===== config.mk =====
export PLATFORM = sky130hd
export DESIGN_NAME = lfsr_rng_gen_flat
export DESIGN_NICKNAME = d
export VERILOG_FILES = /design/src/rtl/lfsr_rng_gen_pkg.sv /design/src/rtl/lfsr_rng_gen_if.sv /design/src/rtl/lfsr_rng_gen_onehot_dec.sv /design/src/rtl/lfsr_rng_gen.sv /design/src/flat_wrapper.sv
export SDC_FILE = /design/constraint.sdc
export NUM_CORES = 1
export LEC_CHECK = 0
export ABC_AREA = 1
export BUFFER_PORTS_ARGS = -buffer_cell sky130_fd_sc_hd__buf_2
export CORE_UTILIZATION = 50
export CTS_CLUSTER_DIAMETER = 80
export DETAILED_ROUTE_END_ITERATION = 7
export GPL_ROUTABILITY_DRIVEN = 1
export PLACE_DENSITY = 0.78
export SYNTH_ARGS = -nofsm -noshare
export SYNTH_HDL_FRONTEND = slang
export SYNTH_SLANG_ARGS = --single-unit

===== constraint.sdc =====
create_clock -name clk -period 2.3 [get_ports clk]
set_clock_uncertainty 0.15 [all_clocks]
set_input_delay 0 -clock clk [delete_from_list [all_inputs] [get_ports clk]]
set_output_delay 0 -clock clk [all_outputs]
set_load 0.02 [all_outputs]

===== src/rtl/lfsr_rng_gen_pkg.sv =====
// lfsr_pkg: shared types and constants for the LFSR random-number generator.
//   gather_state_e  : word-gathering FSM states (COLLECT, FULL)
//   TAPS_W*         : primitive Fibonacci feedback masks for common widths
package lfsr_pkg;

  typedef enum logic {
    COLLECT = 1'b0,  // shifting feedback bits into the collector
    FULL    = 1'b1   // collector holds a finished word waiting for the output reg
  } gather_state_e;

  // Maximal-length feedback masks, fb = ^(state & TAPS).
  localparam logic [3:0]  TAPS_W4  = 4'hC;
  localparam logic [7:0]  TAPS_W8  = 8'hB8;
  localparam logic [15:0] TAPS_W16 = 16'hB400;
  localparam logic [31:0] TAPS_W32 = 32'h8020_0003;

endpackage


===== src/rtl/lfsr_rng_gen_if.sv =====
// lfsr_rng_gen_if: valid/ready stream carrying gathered random words.
//   rnd_data  : OUT_BITS-wide random word
//   rnd_valid : rnd_data holds an unconsumed word
//   rnd_ready : consumer accepts the word when rnd_valid && rnd_ready
// master = producer (the generator), slave = consumer.
interface lfsr_rng_gen_if #(
  parameter int OUT_BITS = 4
);
  logic [OUT_BITS-1:0] rnd_data;
  logic                rnd_valid;
  logic                rnd_ready;

  modport master (output rnd_data, output rnd_valid, input  rnd_ready);
  modport slave  (input  rnd_data, input  rnd_valid, output rnd_ready);
endinterface


===== src/rtl/lfsr_rng_gen_onehot_dec.sv =====
// lfsr_onehot_dec: combinational binary-to-one-hot decoder.
//   sel    in  SEL_BITS       index to decode
//   onehot out 2**SEL_BITS    1 << sel
module lfsr_onehot_dec #(
  parameter int SEL_BITS = 3
) (
  input  logic [SEL_BITS-1:0]      sel,
  output logic [2**SEL_BITS-1:0]   onehot
);
  always_comb begin
    onehot      = '0;
    onehot[sel] = 1'b1;
  end
endmodule


===== src/rtl/lfsr_rng_gen.sv =====
// lfsr_rng_gen: parametrised Fibonacci LFSR random-number generator.
//   clk, reset      clock (rising edge), async active-high reset
//   enable          advance the LFSR one step per cycle
//   seed_load/seed  load a seed (zero is replaced by RESET_SEED); beats enable
//   lfsr_out        current LFSR state
//   rnd (master)    OUT_BITS-wide words of gathered feedback bits, valid/ready
//   onehot_out      1 << state[SEL_BITS-1:0]
//   seed_rejected   one-cycle pulse when a zero seed was substituted
// Legal ranges: WIDTH 3..32, OUT_BITS 2..WIDTH, SEL_BITS <= WIDTH,
// RESET_SEED nonzero.
module lfsr_rng_gen
  import lfsr_pkg::*;
#(
  parameter int               WIDTH      = 4,
  parameter logic [WIDTH-1:0] TAPS       = TAPS_W4,
  parameter logic [WIDTH-1:0] RESET_SEED = 4'h1,
  parameter int               OUT_BITS   = 4,
  parameter int               SEL_BITS   = 3
) (
  input  logic                   clk,
  input  logic                   reset,
  input  logic                   enable,
  input  logic                   seed_load,
  input  logic [WIDTH-1:0]       seed,
  output logic [WIDTH-1:0]       lfsr_out,
  lfsr_rng_gen_if.master         rnd,
  output logic [2**SEL_BITS-1:0] onehot_out,
  output logic                   seed_rejected
);

  localparam int            CW   = $clog2(OUT_BITS);
  localparam logic [CW-1:0] LAST = CW'(OUT_BITS - 1);

  logic [WIDTH-1:0]    state;
  logic                fb;
  logic                step;
  logic                out_free;
  logic [OUT_BITS-1:0] col;
  logic [OUT_BITS-1:0] word;
  logic [CW-1:0]       count;
  gather_state_e       fsm;
  logic [OUT_BITS-1:0] rnd_data_q;
  logic                rnd_valid_q;

  assign fb       = ^(state & TAPS);
  assign step     = enable && !seed_load;
  // Output register can take a new word this edge: empty or being drained.
  assign out_free = !rnd_valid_q || rnd.rnd_ready;
  // Collector after shifting in this cycle's feedback bit; first bit lands at MSB.
  assign word     = {col[OUT_BITS-2:0], fb};

  // LFSR state and seed handling. Loads never leave the state at zero.
  always_ff @(posedge clk or posedge reset) begin
    if (reset) begin
      state         <= RESET_SEED;
      seed_rejected <= 1'b0;
    end else if (seed_load) begin
      state         <= (seed == '0) ? RESET_SEED : seed;
      seed_rejected <= (seed == '0);
    end else begin
      seed_rejected <= 1'b0;
      if (enable) state <= {state[WIDTH-2:0], fb};
    end
  end

  // Word-gathering FSM with one word of buffering in the collector (FULL).
  always_ff @(posedge clk or posedge reset) begin
    if (reset) begin
      fsm         <= COLLECT;
      col         <= '0;
      count       <= '0;
      rnd_data_q  <= '0;
      rnd_valid_q <= 1'b0;
    end else if (seed_load) begin
      // Seed load restarts gathering and drops any pending word.
      fsm         <= COLLECT;
      col         <= '0;
      count       <= '0;
      rnd_valid_q <= 1'b0;
    end else begin
      // Drained with nothing new: later assignments below override this.
      if (rnd_valid_q && rnd.rnd_ready) rnd_valid_q <= 1'b0;
      case (fsm)
        COLLECT: begin
          if (step) begin
            if (count == LAST) begin
              count <= '0;
              if (out_free) begin
                rnd_data_q  <= word;
                rnd_valid_q <= 1'b1;
                col         <= '0;
              end else begin
                col <= word;
                fsm <= FULL;
              end
            end else begin
              col   <= word;
              count <= count + 1'b1;
            end
          end
        end
        FULL: begin
          // Bits produced by LFSR steps here are not gathered.
          if (out_free) begin
            rnd_data_q  <= col;
            rnd_valid_q <= 1'b1;
            col         <= '0;
            count       <= '0;
            fsm         <= COLLECT;
          end
        end
        default: fsm <= COLLECT;
      endcase
    end
  end

  assign lfsr_out      = state;
  assign rnd.rnd_data  = rnd_data_q;
  assign rnd.rnd_valid = rnd_valid_q;

  lfsr_onehot_dec #(.SEL_BITS(SEL_BITS)) u_dec (
    .sel    (state[SEL_BITS-1:0]),
    .onehot (onehot_out)
  );

endmodule


===== src/flat_wrapper.sv =====
// flat-port wrapper written by rule: the top's interface ports become plain ports
module lfsr_rng_gen_flat import lfsr_pkg::*;
#(
  parameter int               WIDTH      = 4,
  parameter logic [WIDTH-1:0] TAPS       = TAPS_W4,
  parameter logic [WIDTH-1:0] RESET_SEED = 4'h1,
  parameter int               OUT_BITS   = 4,
  parameter int               SEL_BITS   = 3
)
  (clk, reset, enable, seed_load, seed, lfsr_out, onehot_out, seed_rejected, rnd_rnd_data, rnd_rnd_valid, rnd_rnd_ready);
  lfsr_rng_gen_if #(.OUT_BITS(OUT_BITS)) rnd_i ();
  input  logic clk;
  input  logic reset;
  input  logic enable;
  input  logic seed_load;
  input  logic [WIDTH-1:0] seed;
  output logic [WIDTH-1:0] lfsr_out;
  output logic [2**SEL_BITS-1:0] onehot_out;
  output logic seed_rejected;
  output wire logic [$bits(rnd_i.rnd_data)-1:0] rnd_rnd_data;
  output wire logic [$bits(rnd_i.rnd_valid)-1:0] rnd_rnd_valid;
  input wire logic [$bits(rnd_i.rnd_ready)-1:0] rnd_rnd_ready;
  assign rnd_rnd_data = rnd_i.rnd_data;
  assign rnd_rnd_valid = rnd_i.rnd_valid;
  assign rnd_i.rnd_ready = rnd_rnd_ready;
  lfsr_rng_gen #(.WIDTH(WIDTH), .TAPS(TAPS), .RESET_SEED(RESET_SEED), .OUT_BITS(OUT_BITS), .SEL_BITS(SEL_BITS)) u_core (.clk(clk), .reset(reset), .enable(enable), .seed_load(seed_load), .seed(seed), .lfsr_out(lfsr_out), .rnd(rnd_i), .onehot_out(onehot_out), .seed_rejected(seed_rejected));
endmodule

==> qor.csv <==
metric,value,unit
status,"complete, no violations",
die area,0.00198,mm2
peak supply drop,0.396,mV
Async SR Flop Fraction,100,%
Final Cycle Share,93.9,%
Avg WL per Cell,12.0,um
FF-to-FF path depth,4,
Critical R2R Launch,u_core.lfsr_out[0],
"flops & latches, synth",17,
Post-CTS Resized,0,
RSZ-0062 raised after global routing,no,
CP max FO,7,
global-route total usage across every layer,26.0,%
area delta synth->final,35.3,%
library cells used by synthesis,23,
fmax,463,MHz
vias in the first global route,820,
Critical Path End,u_core.lfsr_out[0],
initial antenna violation count,0,
WP data arrival,2.26,ns
Row Count,15,
wire length of the first global-routing pass,3660,um
hold crit path type,in -> async,
layout cells sized above 1,25.9,%
"setup slack, reg-to-reg",0.19,ns
final hold slack,0.155,ns
drt total wl,2200,um
CTS clock-pin slew for the worst setup and hold paths,0.10,ns
Max-Cap Viols,0,
Synth Warn #,0,
RePlAce Congestion,0.857,
syn avg cell area,7.87,um2
M2 GR Usage,36.8,%
Clk pwr share,23.1,%
Post-DRT Antenna Nets,0,
die width,44.5,um
Final WS setup,0.140,ns
top_reg_cell synth,dfrtp_1,
htree depth,1,
share of power burned in combinational logic,26.2,%
worst slew pin tran,0.619,ns
Port Buffer Count,26,
DRC errors left,0,
Final #Nets,169,
n_diodes,0,
setup TNS,0,ns
GR peak layer,met2,
DRT iter0 DRCs,37,
met1 Use GR,35.8,%
"slowest stage delay, CP",0.57,ns
Critical Path Start,seed_load,
cell count after synthesis,115,
Sw Ratio,33.1,%
CTS sink count,17,
part of the power in registers,50.6,%
critical path startpoint category,input pin,
endpoints failing hold,0,
CP cell instances,dlygate4sd3_1 > buf_2 > nor2_1 > a22oi_1 > dlygate4sd3_1 > o211ai_1 > dlygate4sd3_1,
min cycle time layout,2.16,ns
CP Data Required Time,2.40,ns
synth cell count leaders,"43 x nand2_1, 16 x dfrtp_1, 15 x inv_1",
Leak Pwr,0.707,nW
core area,0.00171,mm2
Netlist Area Pre-Place,905,um2
"count leader, synth",nand2_1,
Critical Path Slowest Stage Cell,dlygate4sd3_1,
Final Util,71.6,%
# hold bufs at CTS,13,
"Remaining Overflow, GRT",0,
Internal,0.000458,W
syn nets,125,
M3 GR Usage,8.98,%
largest area contributor in the netlist,dfrtp_1,
capture point of the worst reg-to-reg path,u_core.lfsr_out[0],
Max Transition Viols Final,0,
largest net degree at the start of global routing,18,
initial cell density of the core,53.0,%
Detail Placement HPWL,1500,um
Cells after DPL,166,
Slew headroom,58.7,%
CTS tree,done,
Critical Path End Type,flip-flop,
Root Driver,clkbuf_4,
top-level port count,27,
Worst path most repeated cell,dlygate4sd3_1,
vias per std cell,5.02,
Vias,919,
fillers,143,
"Setup violations, final",0,
Clock Path Buffers,2,
Post-synth EDFFs,0,
top cell type's share of synthesized area,44.3,%
postcts setup bufs,0,
sequential fraction of the synthesis area,47.2,%
"non-filler cells, final",183,
Crit Path Class,in -> reg,
setup slack at placement,0.995,ns
Psw,0.000226,W
pwr dens,559,mW/mm2
die height,44.5,um
"Clk Latency, worst-skew pair",0.30,ns
DRT Pass-1 Iters,4,
Synth area leaders,"dfrtp_1 44%, nand2_1 18%, inv_1 6.2%, nor3_1 4.4%, nand3_1 3.9%",
CTS buffer count,3,
[worst min-delay path by stage]
stage	start	end	slack (ns)	cells after the start
2_1_floorplan	reset	u_core.col[0]	-0.22	1
4_1_cts	reset	u_core.lfsr_out[1]	0.18	3
3_3_place_gp	reset	u_core.seed_rejected	-0.04	2
3_5_place_dp	reset	u_core.lfsr_out[1]	-0.04	2
5_1_grt	reset	u_core.fsm	0.22	3
6_report	reset	u_core.lfsr_out[1]	0.16	3
[power groups by stage]
| stage | sequential, W | combinational, W | clock [W] |
|---|---|---|---|
| 2_1_floorplan | 0.000367 | 0.0000868 | 0 |
| 5_1_grt | 0.000351 | 0.000199 | 0.000177 |
| 6_report | 0.000346 | 0.000179 | 0.000158 |
| 3_5_place_dp | 0.000352 | 0.000157 | 0 |
| 3_3_place_gp | 0.000350 | 0.000153 | 0 |
| 4_1_cts | 0.000346 | 0.000177 | 0.000163 |
[placed cells by master, fill, tap and decap left out, types with 3 or more instances in the layout]
cell	Yosys	routed
inv_1	15	15
o221ai_1	3	3
nand2_1	43	43
clkbuf_4	0	3
buf_2	0	26
dlygate4sd3_1	0	13
dfrtp_1	16	16
nand3_1	7	7
nor3_1	8	8
[routing by layer]
metal  vias up  wire length, um  share of wire [%]
li1        465                -                  -
met1       414              964                 44
met2        33             1070                 49
met3         7              107                4.9
met4         0               56                2.6
met5         -                0                  0
[through the flow]
step	power (W)	area, um2
floorplan	0.000453	905
global placement	0.000503	1070
detailed placement	0.000508	1070
CTS	0.000686	1220
global route	0.000726	1220
finish	0.000684	1220
[state kept, by name, indices dropped and copies added (netlist names)]
name                  count
u_core.seed_rejected      1
u_core.lfsr_out           4
u_core.rnd.rnd_data       4
u_core.col                4
u_core.count              2
u_core.rnd.rnd_valid      1
u_core.fsm                1
[logic make-up after synthesis]
family,count (synthesis),share of synthesized area (%)
AOI/OAI and AO/OA,12,9.54
adders and majority gates,1,1.38
buffers and inverters,17,7.33
DFF,17,47.2
and+or+nand+nor,68,34.6
[final cells by class]
| class | count | area (um2) | area share (%) |
|---|---|---|---|
| inverter | 17 | 66.3 | 5.42 |
| timing repair buffer | 39 | 260 | 21.3 |
| tap | 25 | 31.3 | 2.56 |
| clock inverter | 1 | 5.00 | 0.409 |
| multi-input combinational | 81 | 412 | 33.6 |
| sequential | 17 | 427 | 34.9 |
| clock buffer | 3 | 22.5 | 1.84 |
[critical path, delay by kind of cell]
family	cells	cell delay [ns]
compound gates	2	0.17
buf+inv	4	1.85
simple gates	1	0.24
No activity file was read; power rests on OpenSTA's default activity.
